## config.mk

```make
export PLATFORM = sky130hd
export DESIGN_NAME = reg_file_scoreboard
export DESIGN_NICKNAME = d
export VERILOG_FILES = /design/src/rtl/rf_pkg.sv /design/src/rtl/rf_scoreboard.sv /design/src/rtl/reg_file_scoreboard.sv
export SDC_FILE = /design/constraint.sdc
export NUM_CORES = 2
export LEC_CHECK = 0
export BUFFER_PORTS_ARGS = -buffer_cell sky130_fd_sc_hd__buf_2
export CELL_PAD_IN_SITES_DETAIL_PLACEMENT = 1
export CELL_PAD_IN_SITES_GLOBAL_PLACEMENT = 2
export CORE_MARGIN = 8
export CORE_UTILIZATION = 41
export DETAILED_ROUTE_END_ITERATION = 8
export PLACE_DENSITY = 0.81
export SLEW_MARGIN = 20
export SYNTH_ARGS = -nofsm -noshare
export SYNTH_HDL_FRONTEND = slang
export SYNTH_SLANG_ARGS = --single-unit
```

## constraint.sdc

```tcl
create_clock -name clk -period 10.7 [get_ports clk]
set_input_delay 0.535 -clock clk [delete_from_list [all_inputs] [get_ports clk]]
set_output_delay 0.535 -clock clk [all_outputs]
set_load 0.01 [all_outputs]
```

## src/rtl/rf_pkg.sv

```systemverilog
// -----------------------------------------------------------------------------
// rf_pkg
// Shared definitions for the register file with issue scoreboard.
//   RF_DATA_W   : default register width in bits
//   RF_NUM_REGS : default register count (power of two, >= 2)
//   RF_ADDR_W   : register index width for the default register count
//   wb_port_t   : one write-back port record (enable, destination, data).
//                 Its fields are sized for the default configuration; the top
//                 narrows them to its own ADDR_W/DATA_W on use.
// -----------------------------------------------------------------------------
package rf_pkg;

    localparam int RF_DATA_W   = 32;
    localparam int RF_NUM_REGS = 16;
    localparam int RF_ADDR_W   = $clog2(RF_NUM_REGS);

    typedef struct packed {
        logic                 en;
        logic [RF_ADDR_W-1:0] dest;
        logic [RF_DATA_W-1:0] data;
    } wb_port_t;

endpackage : rf_pkg

```

## src/rtl/rf_scoreboard.sv

```systemverilog
// -----------------------------------------------------------------------------
// rf_scoreboard
// Pending-write tracker: one busy bit per architectural register plus a
// registered population count of the busy vector.
//   clk, rst              : clock, synchronous active-high reset
//   issue_en/issue_dest   : mark a destination as having a pending producer
//   clr0_en/clr0_dest     : write-back on port 0 retires its destination
//   clr1_en/clr1_dest     : write-back on port 1 retires its destination
//   flush                 : drop every pending flag
//   busy_vec              : registered busy flags
//   busy_count            : registered number of set busy flags (0..NUM_REGS)
// Update precedence per bit: reset > issue > flush > write-back clear > hold.
// -----------------------------------------------------------------------------
module rf_scoreboard
    import rf_pkg::*;
#(
    parameter int NUM_REGS = RF_NUM_REGS,
    parameter int ADDR_W   = $clog2(NUM_REGS)
) (
    input  logic                clk,
    input  logic                rst,
    input  logic                issue_en,
    input  logic [ADDR_W-1:0]   issue_dest,
    input  logic                clr0_en,
    input  logic [ADDR_W-1:0]   clr0_dest,
    input  logic                clr1_en,
    input  logic [ADDR_W-1:0]   clr1_dest,
    input  logic                flush,
    output logic [NUM_REGS-1:0] busy_vec,
    output logic [ADDR_W:0]     busy_count
);

    logic [NUM_REGS-1:0] busy_d;
    logic [NUM_REGS-1:0] busy_q;
    logic [ADDR_W:0]     count_d;
    logic [ADDR_W:0]     count_q;

    // Next busy vector: a new producer wins over flush and over a retiring write.
    always_comb begin
        busy_d = busy_q;
        for (int i = 0; i < NUM_REGS; i++) begin
            if (issue_en && (issue_dest == ADDR_W'(i))) begin
                busy_d[i] = 1'b1;
            end else if (flush) begin
                busy_d[i] = 1'b0;
            end else if ((clr0_en && (clr0_dest == ADDR_W'(i))) ||
                         (clr1_en && (clr1_dest == ADDR_W'(i)))) begin
                busy_d[i] = 1'b0;
            end else begin
                busy_d[i] = busy_q[i];
            end
        end
    end

    // Population count of the next vector so the registered count tracks busy_q.
    always_comb begin
        count_d = '0;
        for (int i = 0; i < NUM_REGS; i++) begin
            count_d = count_d + (ADDR_W + 1)'(busy_d[i]);
        end
    end

    // Busy state and count registers.
    always_ff @(posedge clk) begin
        if (rst) begin
            busy_q  <= '0;
            count_q <= '0;
        end else begin
            busy_q  <= busy_d;
            count_q <= count_d;
        end
    end

    assign busy_vec   = busy_q;
    assign busy_count = count_q;

endmodule : rf_scoreboard

```

## src/rtl/reg_file_scoreboard.sv

```systemverilog
// -----------------------------------------------------------------------------
// reg_file_scoreboard
// Two-read / two-write register file with a pending-write scoreboard.
//   clk, rst                       : clock, synchronous active-high reset
//   src1, src2                     : read addresses
//   reg1, reg2                     : combinational read data
//   busy1, busy2                   : pending-write flags for src1/src2
//   wb0_en/wb0_dest/wb0_data       : write port 0
//   wb1_en/wb1_dest/wb1_data       : write port 1 (wins over port 0 on a
//                                    same-register collision)
//   issue_en/issue_dest            : mark destination pending
//   flush                          : clear all pending flags
//   busy_count                     : registered number of pending registers
// Optional build macro WB_BYPASS_EN: forwards same-cycle write-back data to
// the read ports (wb1 over wb0 over array) and hides the busy flag of a
// register being written this cycle. Without it the read ports show the
// pre-edge array contents and registered busy flags only.
// -----------------------------------------------------------------------------
module reg_file_scoreboard
    import rf_pkg::*;
#(
    parameter int DATA_W   = RF_DATA_W,
    parameter int NUM_REGS = RF_NUM_REGS
) (
    input  logic                         clk,
    input  logic                         rst,
    input  logic [$clog2(NUM_REGS)-1:0]  src1,
    input  logic [$clog2(NUM_REGS)-1:0]  src2,
    output logic [DATA_W-1:0]            reg1,
    output logic [DATA_W-1:0]            reg2,
    output logic                         busy1,
    output logic                         busy2,
    input  logic                         wb0_en,
    input  logic [$clog2(NUM_REGS)-1:0]  wb0_dest,
    input  logic [DATA_W-1:0]            wb0_data,
    input  logic                         wb1_en,
    input  logic [$clog2(NUM_REGS)-1:0]  wb1_dest,
    input  logic [DATA_W-1:0]            wb1_data,
    input  logic                         issue_en,
    input  logic [$clog2(NUM_REGS)-1:0]  issue_dest,
    input  logic                         flush,
    output logic [$clog2(NUM_REGS):0]    busy_count
);

    localparam int ADDR_W = $clog2(NUM_REGS);

    // Write-port records, index 1 is the higher-priority port.
    wb_port_t            wb_s [2];
    logic                wb_en_s   [2];
    logic [ADDR_W-1:0]   wb_dest_s [2];
    logic [DATA_W-1:0]   wb_data_s [2];

    logic [DATA_W-1:0]   mem_d [NUM_REGS];
    logic [DATA_W-1:0]   mem_q [NUM_REGS];
    logic [NUM_REGS-1:0] busy_vec_s;

    assign wb_s[0] = '{en: wb0_en, dest: RF_ADDR_W'(wb0_dest), data: RF_DATA_W'(wb0_data)};
    assign wb_s[1] = '{en: wb1_en, dest: RF_ADDR_W'(wb1_dest), data: RF_DATA_W'(wb1_data)};

    // Narrow the package-sized records back to this instance's widths.
    always_comb begin
        for (int p = 0; p < 2; p++) begin
            wb_en_s[p]   = wb_s[p].en;
            wb_dest_s[p] = ADDR_W'(wb_s[p].dest);
            wb_data_s[p] = DATA_W'(wb_s[p].data);
        end
    end

    // Next array contents: port 1 overrides port 0 on the same register.
    always_comb begin
        for (int i = 0; i < NUM_REGS; i++) begin
            if (wb_en_s[1] && (wb_dest_s[1] == ADDR_W'(i))) begin
                mem_d[i] = wb_data_s[1];
            end else if (wb_en_s[0] && (wb_dest_s[0] == ADDR_W'(i))) begin
                mem_d[i] = wb_data_s[0];
            end else begin
                mem_d[i] = mem_q[i];
            end
        end
    end

    // Register storage.
    always_ff @(posedge clk) begin
        if (rst) begin
            for (int i = 0; i < NUM_REGS; i++) begin
                mem_q[i] <= '0;
            end
        end else begin
            mem_q <= mem_d;
        end
    end

    rf_scoreboard #(
        .NUM_REGS (NUM_REGS),
        .ADDR_W   (ADDR_W)
    ) u_scoreboard (
        .clk        (clk),
        .rst        (rst),
        .issue_en   (issue_en),
        .issue_dest (issue_dest),
        .clr0_en    (wb_en_s[0]),
        .clr0_dest  (wb_dest_s[0]),
        .clr1_en    (wb_en_s[1]),
        .clr1_dest  (wb_dest_s[1]),
        .flush      (flush),
        .busy_vec   (busy_vec_s),
        .busy_count (busy_count)
    );

`ifdef WB_BYPASS_EN
    // Read port 1 with same-cycle write-back forwarding.
    always_comb begin
        if (wb_en_s[1] && (wb_dest_s[1] == src1)) begin
            reg1  = wb_data_s[1];
            busy1 = 1'b0;
        end else if (wb_en_s[0] && (wb_dest_s[0] == src1)) begin
            reg1  = wb_data_s[0];
            busy1 = 1'b0;
        end else begin
            reg1  = mem_q[src1];
            busy1 = busy_vec_s[src1];
        end
    end

    // Read port 2 with same-cycle write-back forwarding.
    always_comb begin
        if (wb_en_s[1] && (wb_dest_s[1] == src2)) begin
            reg2  = wb_data_s[1];
            busy2 = 1'b0;
        end else if (wb_en_s[0] && (wb_dest_s[0] == src2)) begin
            reg2  = wb_data_s[0];
            busy2 = 1'b0;
        end else begin
            reg2  = mem_q[src2];
            busy2 = busy_vec_s[src2];
        end
    end
`else
    // Plain read ports: pre-edge array contents and registered busy flags.
    always_comb begin
        reg1  = mem_q[src1];
        reg2  = mem_q[src2];
        busy1 = busy_vec_s[src1];
        busy2 = busy_vec_s[src2];
    end
`endif

endmodule : reg_file_scoreboard

```

==> summary.txt <==
Critical path
  – Crit-path max FO: 33
  – Worst Path Required: 11.14 ns
  – Worst setup EP type: flop
  – Critical path launch point type: input port
  – Worst Setup SP: wb0_en
  – FF-to-FF Start: u_scoreboard.busy_vec[0]$_SDFF_PP0_
  – Crit Path Class: in2reg
  – Arr. time, crit path: 6.38 ns

Routing
  – Vias: 31,300
  – First-pass DRT Iterations: 5
  – DRC: 0
  – Via/cell ratio: 6.90
  – DR iter-0 viols: 3,390
  – Wirelength per Cell: 32.3 um
  – Total Wirelength: 146 mm
  – Post-route ant nets: 0

Power
  – Leak Pwr: 11.7 nW
  – Sw frac: 27.4%
  – Int Power: 0.00368 W
  – Reg power frac: 41.5%
  – Power Total: 0.00506 W
  – NetSw: 0.00139 W
  – Logic pwr share: 11.4%
  – PwrDens: 147 nW/um2
  – VDD IR max: 0.0000934 V
  – Clock share of power: 47.1%

Synth
  – Syn_area_per_cell: 8.45 um2
  – Synthesized Nets: 3,815
  – Netlist area before placement: 31,300 um2
  – Post-synthesis cell type with the largest combined area: dfxtp_1
  – Yosys warning total: 0
  – Dominant cells by area after synthesis: dfxtp_1, mux4_2, a311oi_1
  – Mapped Cells: 3,710
  – Yosys reg bits: 533
  – Number of enable flip-flop cells after synthesis: 0
  – Synth top area share: 34.1%
  – Post-synthesis async set-or-reset flop share: 0%
  – Sequential element share of the synthesized area: 34.1%
  – Synth Flop Type: dfxtp_1
  – Synth unique cells: 36

Final layout
  – Fin nets: 3,604
  – Synth-to-Final Area Change: 9.68%
  – Fillers: 8,760
  – Share of cells above drive strength 1: 17.9%

STA
  – Setup Skew: 0.00299 ns
  – TNS Setup: 0 ns
  – Final Max Tran Viols: 0
  – Final setup viols: 0
  – Final worst setup slack: 4.76 ns
  – FMAX: 168 MHz
  – Final hold viol count: 0
  – Crit path time final: 5.94 ns
  – Unrepaired setup endpoints after global routing: false
  – Worst Tran Pin Value: 1.24 ns
  – Tcrit/Tclk final: 55.5%
  – WHS: 0.353 ns
  – Max_slew headroom: 17.4%

Global routing
  – Largest net degree at the start of global routing: 207
  – Total Routing Usage GR: 33.1%
  – Total gr overflow: 0
  – First-pass GRT wire length: 214 mm
  – Vias in the first global route: 32,700
  – Initial antenna violation count: 20

Flow run
  – Max-cap violations: 0

Clock network
  – # hold bufs at CTS: 0
  – CTS sink count: 533
  – Clock Latency Late Sink: 0.60 ns
  – PostCTS Resize Cnt: 0
  – Clk slew on worst S/H paths: 0.06 ns
  – Num CTS Buffers: 66
  – Clk Tree Root Cell: clkbuf_16
  – Longest Clk Path Bufs: 3
  – CTS tree: yes
  – Post-CTS setup buffer count: 0
  – Htree depth: 3

Floorplan
  – Row count: 101
  – I/O pin count: 161
  – Die Height: 292 um
  – Die area: 85,500 um2
  – Core Area: 75,800 um2
  – Starting Density: 41.3%
  – Die W: 292 um

Place
  – Dpl ws: 4.07 ns
  – Gp weighted congestion: 0.837
  – Port-buffer cells: 160
  – Detailed placement HPWL: 81.5 mm

Run status
  – Status: finished clean

Hold path
  – Hold Path Class: in2reg
  – Hold path startpoint: issue_dest[1]
## cells in the mapped netlist, types with 8 or more instances
cell type and n:
dfxtp_1 533, inv_1 8, nor2b_1 18, buf_1 89, a21oi_1 14, fa_1 10, mux4_2 264, nand4b_1 12
nor2_1 531, a22oi_1 132, buf_2 58, clkbuf_1 302, a311oi_1 512, clkbuf_4 30, nand3_1 9, nand2_1 1140
## worst paths after layout
kind | to | cells after the start | slack [ns]
hold reg to reg | mem_q[440]$_SDFFE_PP0P_ | 2 | 0.49
setup reg to reg | u_scoreboard.busy_count[4]$_SDFF_PP0_ | 13 | 6.31
setup / recovery | u_scoreboard.busy_count[4]$_SDFF_PP0_ | 15 | 4.76
hold / removal | u_scoreboard.busy_vec[8]$_SDFF_PP0_ | 4 | 0.35
## layout make-up
class / instances / area [um2] / share of cell area [%]
Antenna cell: 11 / 27.5 / 0.0801
Clock buffer: 98 / 2010 / 5.84
Clock inverter: 19 / 255 / 0.743
Inverter: 8 / 30.0 / 0.0874
Multi-Input combinational cell: 2681 / 18900 / 55.0
Sequential cell: 533 / 10700 / 31.0
Tap cell: 978 / 1220 / 3.56
Timing Repair Buffer: 209 / 1250 / 3.63
## layer usage
layer / wire (um) / vias up / global-route usage (%) / share of wire [%]
li1: - / 13000 / - / -
met1: 57200 / 16100 / 41.4 / 39
met2: 67200 / 1672 / 53.2 / 46
met3: 14700 / 497 / 8.46 / 10
met4: 7200 / 20 / 16.2 / 4.9
met5: 126 / - / 0 / 0.086
## critical path: stages
cell and delay [ns]:
buf_2 0.16, nor3b_1 0.71, nand2_2 0.88, a32o_1 0.58, ha_1 0.33, fa_1 0.51, fa_1 0.45, fa_1 0.51
inv_1 0.05, fa_1 0.47, inv_1 0.05, fa_1 0.41, fa_1 0.48, a21oi_1 0.18, nor3b_1 0.07
## flip-flops by register name, indices dropped and copies added, names as in the netlist
name / flops
u_scoreboard.busy_count: 5
mem_q: 512
u_scoreboard.busy_vec: 16
## cells by family (layout without fill, tap and decap cells)
family | after synthesis | in the layout | synth area share, %
buffers and inverters | 496 | 334 | 6.67
multiplexers | 264 | 264 | 19.0
flip-flops | 533 | 533 | 34.1
other | 0 | 11 | 0
AO/OA/AOI/OAI | 663 | 663 | 17.8
XOR/XNOR | 2 | 2 | 0.0559
AND/OR/NAND/NOR | 1737 | 1737 | 21.6
adder cells (fa/ha/maj) | 15 | 15 | 0.838
## cell usage in the layout, fill, tap and decap left out, types with 3 or more instances in the layout
| master | synthesis | final |
|---|---|---|
| nand2_2 | 0 | 12 |
| buf_8 | 0 | 3 |
| and3b_1 | 5 | 5 |
| nor2b_1 | 18 | 14 |
| nor3_4 | 1 | 4 |
| ha_1 | 5 | 5 |
| clkbuf_1 | 302 | 12 |
| a22oi_1 | 132 | 132 |
| nand3_2 | 0 | 4 |
| a21oi_1 | 14 | 14 |
| inv_1 | 8 | 8 |
| fa_1 | 10 | 10 |
| dfxtp_1 | 533 | 533 |
| clkinv_2 | 0 | 10 |
| nand2_4 | 0 | 12 |
| and3_1 | 3 | 3 |
| buf_4 | 5 | 46 |
| nand4b_1 | 12 | 12 |
| nor2b_4 | 0 | 4 |
| buf_2 | 58 | 155 |
| a311oi_1 | 512 | 512 |
| nand2_1 | 1140 | 1116 |
| nand3_4 | 0 | 4 |
| clkbuf_16 | 0 | 69 |
| nor3b_1 | 4 | 3 |
| bufinv_16 | 0 | 6 |
| clkbuf_8 | 0 | 17 |
| nor2_4 | 2 | 14 |
| nor2_1 | 531 | 520 |
| diode_2 | 0 | 11 |
| mux4_2 | 264 | 264 |
| buf_6 | 3 | 3 |
## power by group through the flow
stage | Clock (W) | Sequential (W) | Combinational (W)
after floorplan | 0 | 0.00212 | 0.000376
after global placement | 0 | 0.00213 | 0.000547
after detailed placement | 0 | 0.00214 | 0.000565
after CTS | 0.00241 | 0.00210 | 0.000566
after global routing | 0.00249 | 0.00211 | 0.000604
final | 0.00239 | 0.00210 | 0.000577
## stage by stage
stage / util, % / cell area [um2] / std cells
finish: 45.3 / 34400 / 4537
global route: 45.3 / 34300 / 4528
CTS: 45.2 / 34300 / 4524
detailed placement: 42.3 / 32000 / 4407
global placement: 42.3 / 32000 / 4407
floorplan: - / 31300 / 3710
No activity file was read; power rests on OpenSTA's default activity.
